`config.mk`:
```
export PLATFORM = sky130hd
export DESIGN_NAME = mmio_port_responder
export DESIGN_NICKNAME = d
export VERILOG_FILES = /design/src/rtl/mmio_port_responder.sv
export SDC_FILE = /design/constraint.sdc
export NUM_CORES = 1
export LEC_CHECK = 0
export CAP_MARGIN = 15
export CORE_ASPECT_RATIO = 1.4
export CORE_MARGIN = 1.5
export CORE_UTILIZATION = 56
export DETAILED_ROUTE_END_ITERATION = 8
export PLACE_DENSITY = 0.95
export SYNTH_ARGS = -nofsm -noshare
export SYNTH_HDL_FRONTEND = slang
export SYNTH_SLANG_ARGS = --single-unit
```
`constraint.sdc`:
```
create_clock -name clk -period 6 [get_ports clk]
set_input_delay 1.2 -clock clk [delete_from_list [all_inputs] [get_ports clk]]
set_output_delay 1.2 -clock clk [all_outputs]
set_load 0.02 [all_outputs]
```
`src/rtl/mmio_port_responder.sv`:
```
// Memory-mapped responder beside the data RAM: output port, synchronized input
// port with change detection, and a 32-bit timer with compare match and irq.
module mmio_port_responder #(
  parameter logic [31:0] BASE_ADDR = 32'h1001_0400,
  parameter int unsigned IN_WIDTH  = 8
) (
  input  logic                clk,
  input  logic                reset,
  input  logic                MemRead,
  input  logic                MemWrite,
  input  logic [31:0]         Address,
  input  logic [31:0]         WriteData,
  output logic [31:0]         ReadData,
  output logic                hit,
  input  logic [IN_WIDTH-1:0] PortIn,
  output logic [31:0]         PortOut,
  output logic                irq
);

  localparam logic [2:0] OFF_PORT_OUT = 3'd0;
  localparam logic [2:0] OFF_PORT_IN  = 3'd1;
  localparam logic [2:0] OFF_STATUS   = 3'd2;
  localparam logic [2:0] OFF_TMR_CNT  = 3'd3;
  localparam logic [2:0] OFF_TMR_CMP  = 3'd4;
  localparam logic [2:0] OFF_CTRL     = 3'd5;

  logic [31:0]         portOut_q, portOut_d;
  logic [IN_WIDTH-1:0] sync1_q, sync2_q, prev_q;
  logic [1:0]          status_q, status_d;
  logic [31:0]         cnt_q, cnt_d;
  logic [31:0]         cmp_q, cmp_d;
  logic [3:0]          ctrl_q, ctrl_d;

  logic [2:0]  offset;
  logic        wrEn;
  logic        tmrMatch;
  logic        inChanged;
  logic [31:0] portInWord;
  logic [31:0] readMux;
  logic [1:0]  unusedAddr;

  assign hit        = (MemRead | MemWrite) & (Address[31:5] == BASE_ADDR[31:5]);
  assign offset     = Address[4:2];
  assign unusedAddr = Address[1:0];
  assign wrEn       = MemWrite & hit;
  assign tmrMatch   = ctrl_q[0] & (cnt_q == cmp_q);
  assign inChanged  = (sync2_q != prev_q);
  assign portInWord = 32'(sync2_q);

  always_comb begin
    portOut_d = portOut_q;
    status_d  = status_q;
    cmp_d     = cmp_q;
    ctrl_d    = ctrl_q;
    if (wrEn) begin
      case (offset)
        OFF_PORT_OUT: portOut_d = WriteData;
        OFF_STATUS:   status_d  = status_q & ~WriteData[1:0];
        OFF_TMR_CMP:  cmp_d     = WriteData;
        OFF_CTRL:     ctrl_d    = WriteData[3:0];
        default:      ;
      endcase
    end
    // Hardware set events override a simultaneous write-one-to-clear.
    status_d = status_d | {tmrMatch, inChanged};

    cnt_d = cnt_q;
    if (wrEn && (offset == OFF_TMR_CNT)) begin
      cnt_d = WriteData;
    end else if (tmrMatch && ctrl_q[1]) begin
      cnt_d = '0;
    end else if (ctrl_q[0]) begin
      cnt_d = cnt_q + 32'd1;
    end
  end

  always_ff @(posedge clk) begin
    if (reset) begin
      portOut_q <= '0;
      sync1_q   <= '0;
      sync2_q   <= '0;
      prev_q    <= '0;
      status_q  <= '0;
      cnt_q     <= '0;
      cmp_q     <= '0;
      ctrl_q    <= '0;
    end else begin
      portOut_q <= portOut_d;
      sync1_q   <= PortIn;
      sync2_q   <= sync1_q;
      prev_q    <= sync2_q;
      status_q  <= status_d;
      cnt_q     <= cnt_d;
      cmp_q     <= cmp_d;
      ctrl_q    <= ctrl_d;
    end
  end

  // Reads are zero-latency so the MEM stage can mux them against RAM data.
  always_comb begin
    case (offset)
      OFF_PORT_OUT: readMux = portOut_q;
      OFF_PORT_IN:  readMux = portInWord;
      OFF_STATUS:   readMux = {30'b0, status_q};
      OFF_TMR_CNT:  readMux = cnt_q;
      OFF_TMR_CMP:  readMux = cmp_q;
      OFF_CTRL:     readMux = {28'b0, ctrl_q};
      default:      readMux = 32'h0;
    endcase
  end

  assign ReadData = (MemRead & hit) ? readMux : 32'h0;
  assign PortOut  = portOut_q;
  assign irq      = (status_q[0] & ctrl_q[2]) | (status_q[1] & ctrl_q[3]);

endmodule

```
# Yosys cells after proc, flatten, opt, wreduce, memory -nomap -nowiden
# Index checks and enable logic that the tools add are counted.
totals:
  register_bits: 126
  in_bits: 76
  out_inout_bits: 66
  word_cells: 42
classes:
  add_sub_neg: 1
  n_eq_ne: 8
  n_mux: 7
  n_bitwise: 11
  n_reduce_logical: 7
ops:
  columns: ["cell", "count"]
  rows:
  - ["$pmux W32 S6", 1]
  - ["$mux W32", 4]
  - ["$add A32 B1 Y32 const B", 1]
  - ["$eq A32 B32 Y1", 1]
  - ["$eq A27 B24 Y1 const B", 1]
  - ["$ne A8 B8 Y1", 1]
  - ["$and A1 B1 Y1", 6]
  - ["$eq A3 B2 Y1 const B", 2]
  - ["$eq A3 B3 Y1 const B", 2]
  - ["$reduce_and A2 Y1", 3]
  - ["$mux W2", 2]
  - ["$eq A3 B1 Y1 const B", 1]
  - ["$logic_not A3 Y1", 1]
  - ["$reduce_bool A3 Y1", 1]
  - ["$and A2 B2 Y2", 1]
  - ["$logic_and A1 B1 Y1", 2]
  - ["$not A2 Y2", 1]
  - ["$or A1 B1 Y1", 2]
  - ["$or A2 B2 Y2", 1]

# Longest topological paths before layout
logic_depth:
  depth_word: 5
  mapped_depth: 10
  mapped_depth_nobuf: 8

# Least setup slack after synthesis
# Ideal clock, no wire load.
synth_path:
  kind: "input to output"
  start: "input port Address[7]"
  end: "output port ReadData[11]"
  arrival_time_ps: 2954
  required_time_ps: 4800
  setup_slack_ps: 1846
  cell_stages: 8
  n_path_buf: 2
  path_cell_list: "nor4b_1 -> o2111a_1 -> and2_1 -> nand2_1 -> a21o_1 -> clkbuf_1 -> clkbuf_1 -> nor2_1"
synth_between:
  elab_chain_cells: 4
synth_rtl:
  columns: ["item", "line_no", "rtl"]
  rows:
  - ["from (decl)", "11", "input logic [31:0] Address,"]
  - ["$eq A27 B24 Y1", "42", "assign hit = (MemRead | MemWrite) & (Address[31:5] == BASE_ADDR[31:5]);"]
  - ["$and A1 B1 Y1", "42", null]
  - ["via hit", "14", "output logic hit,"]
  - ["$and A1 B1 Y1", "112", "assign ReadData = (MemRead & hit) ? readMux : 32'h0;"]
  - ["$mux W32", "112", null]
  - ["to (decl)", "13", "output logic [31:0] ReadData,"]
# The timed path passes the listed nets, and every way through them passes these cells.

# Worst setup path after layout
layout_path:
  start: "input port Address[7]"
  end: "output port ReadData[7]"
layout_between:
  elab_chain_cells: 4
layout_rtl:
  columns: ["item", "line_no"]
  rows:
  - ["$eq A27 B24 Y1", "42"]
  - ["$and A1 B1 Y1", "42"]
  - ["$and A1 B1 Y1", "112"]
  - ["$mux W32", "112"]
# No other way between the ends.

==> metrics.md <==
| Metric | Value |
|---|---|
| FF-to-FF path depth | `8` |
| CP most frequent cell | `clkdlybuf4s50_1` |
| Yosys cell types | `56` |
| Setup Skew | `0.01064 ns` |
| GP Congestion | `0.9622` |
| GR Overflow Total | `0` |
| Clock tree sinks | `126` |
| Hold Startpoint | `sync1_q[6]` |
| Post-synth top area cell | `dfxtp_1` |
| Register bit total from synthesis | `126` |
| Most frequent cells in the layout | `nand2_1 (161), clkdlybuf4s50_1 (137), dfxtp_1 (126)` |
| Syn Inst Count | `862` |
| Starting DRC count in detailed routing | `729` |
| I/O pin cnt | `142` |
| Initial antenna violation count | `0` |
| Worst setup margin | `0.7553 ns` |
| DIE AREA | `12750 µm²` |
| Number of setup violations in the final report | `0` |
| Ys async rst share | `0` |
| Area delta synth->final | `27.32%` |
| Vias in the first global route | `6765` |
| PostCTS Resize Cnt | `0` |
| Site row count | `47` |
| Final setup TNS | `0 ns` |
| Overall Power | `1.963 mW` |
| Number of max-cap violations | `0` |
| Layout cells sized above 1 | `0.09082` |
| Worst R2R Setup Slack | `3.19 ns` |
| CP top delay family | `buffers and inverters` |
| Synth top area share | `0.3731` |
| DR WL/cell | `18.54 µm` |
| R2R Path Start | `cnt_q[7]` |
| CP Launch Type | `primary input` |
| Vias per cell | `6.152` |
| Commonest non-fill, non-tap cell in the layout | `nand2_1` |
| Reg2reg end | `cnt_q[13]` |
| Syn nets | `939` |
| Largest net degree at the start of global routing | `86` |
| Routed Antenna Nets | `0` |
| Pre-antenna DRT Iters | `6` |
| Slew headroom | `0.2032` |
| Post-synth EDFFs | `0` |
| WP buf/inv | `2` |
| Starting Density | `0.5719` |
| WL final | `20690 µm` |
| DRC viols | `0` |
| Status | `finished clean` |
| HPWL Detailed | `13290 µm` |
| Chip width | `95.86 µm` |
| Top post-synthesis cells by area | `dfxtp_1 (37%), nand2_1 (8.9%), a21oi_1 (6.4%), nor2_1 (4.4%), xor2_1 (4.4%)` |
| Final Hold Viols | `0` |
| Clock tree buffer depth | `2` |
| Worst hold stages | `1` |
| Postcts setup bufs | `0` |
| RSZ-0062 raised after global routing | `false` |
| VDD IR max | `0.1574 mV` |
| Slew @ Worst Pin | `1.192 ns` |
| Routed vias | `6866` |
| PD cells | `228.1 nW/µm²` |
| Final Critical Period | `5.245 ns` |
| Port bufs | `139` |
| First-pass GRT wire length | `32260 µm` |
| Crit end category | `output port` |
| Crit-path max cell delay | `0.63 ns` |
| ANT cells | `0` |
| Post-Syn Area | `6760 µm²` |
| CTS buffer count | `17` |
| Final period util | `0.8741` |
| Hold WS | `0.4401 ns` |
| Leak Pwr | `3.041 nW` |
| Post-CTS Hold Fix Bufs | `0` |
| Post-place instance area | `8031 µm²` |
| Die height | `133 µm` |
| Synth Warn # | `0` |
| Worst min path class | `reg2reg` |
| Mean post-synth cell area | `7.842 µm²` |
| Core ar. | `11820 µm²` |
| Clk slew on worst S/H paths | `0.05 ns` |
| Critical path type | `in2out` |
| Sequential-to-total area share from yosys stat | `0.3731` |
| Htree depth | `4` |
| Slowest cell on crit path | `clkdlybuf4s50_1` |
| Final Slew Violations | `0` |
| Dpl ws | `0.7145 ns` |
| Total GRT Usage | `0.3248` |
| Clk_lat worst skew | `0.43 ns` |
| Max Fclk | `190.7 MHz` |
| Post-Layout Inst Area | `8607 µm²` |
| CTS root buffer | `clkbuf_16` |
| Top FF cell, synth | `dfxtp_1` |
| Crit path max fanout | `27` |
| CTS tree | `built` |
| Worst EP required | `4.80 ns` |
| Final Net Count | `1034` |
| Crit-path cells | `clkdlybuf4s50_1 -> nor4b_1 -> o2111a_1 -> and2_1 -> nand2_1 -> a21o_1 -> nor2_1 -> clkdlybuf4s50_1` |
| Hold EP | `sync2_q[6]` |
| Critical path arrival | `4.04 ns` |
==> cells in the mapped netlist (2+ instances only) <==
master / number
nand2_1: 161
dfxtp_1: 126
a21oi_1: 86
nor2_1: 80
clkbuf_1: 47
xor2_1: 34
nor2b_1: 28
mux2_2: 26
a22oi_1: 25
nor3_1: 24
o21ai_0: 21
and3_1: 18
buf_2: 16
nand3_1: 16
xnor2_1: 16
a31oi_1: 14
nor4_1: 12
mux2i_1: 11
nand4_1: 11
a211oi_1: 9
o22ai_1: 9
inv_1: 8
a221oi_2: 7
and2_1: 5
and4_1: 4
clkbuf_8: 4
nand2b_1: 4
a221oi_1: 3
buf_6: 3
o21bai_1: 3
a22o_1: 2
buf_4: 2
nand4b_1: 2
nor3_2: 2
nor4b_1: 2
==> through the flow <==
step / utilization / instances
global placement: 0.6795 / 1085
detailed placement: 0.6795 / 1085
global route: 0.7282 / 1116
finish: 0.7282 / 1116
CTS: 0.7282 / 1116
floorplan: - / 862
==> worst max-delay path by stage <==
stage          cells after the start           end       start  slack, ns
2_1_floorplan                      8  ReadData[11]  Address[7]       1.85
3_5_place_dp                       8   ReadData[7]  Address[7]       0.71
6_report                           8   ReadData[7]  Address[7]       0.76
4_1_cts                            8  ReadData[19]  Address[7]       0.73
3_3_place_gp                       8   ReadData[7]  Address[8]       0.85
5_1_grt                            8  ReadData[18]  Address[7]       0.56
==> layout make-up <==
class / instances / area, µm²
clock inverters: 10 / 115.1
fillers: 830 / 3213
inverters: 8 / 30.03
flip-flops and latches: 126 / 2522
well taps: 147 / 183.9
clock buffers: 21 / 460.4
multi-input cells: 654 / 3829
repair buffers: 150 / 1466
==> flip-flops by register name (all words and copies together), names as in the netlist <==
name,count
PortOut,32
cmp_q,32
cnt_q,32
prev_q,8
sync1_q,8
sync2_q,8
ctrl_q,4
status_q,2
==> logic make-up after synthesis <==
kind of cell / count (synthesis) / share of synthesized area
flip-flops: 126 / 0.3731
AND/OR/NAND/NOR: 378 / 0.2619
adder cells (fa/ha/maj): 1 / 0.001851
XOR/XNOR: 50 / 0.06478
multiplexers: 38 / 0.06293
AO/OA/AOI/OAI: 187 / 0.1742
buffers and inverters: 82 / 0.06126
==> report_power, final <==
part	internal (mW)	switching [mW]
Sequential	0.844	0.00406
Combinational	0.0577	0.0547
Clock	0.628	0.374
Total	1.53	0.433
==> per-layer routing <==
metal	GRT usage	share of wire
met4	0.2051	0.053
met5	0	0
met2	0.5481	0.50
met1	0.3538	0.36
met3	0.07989	0.080
(Power assumes the default switching activity.)
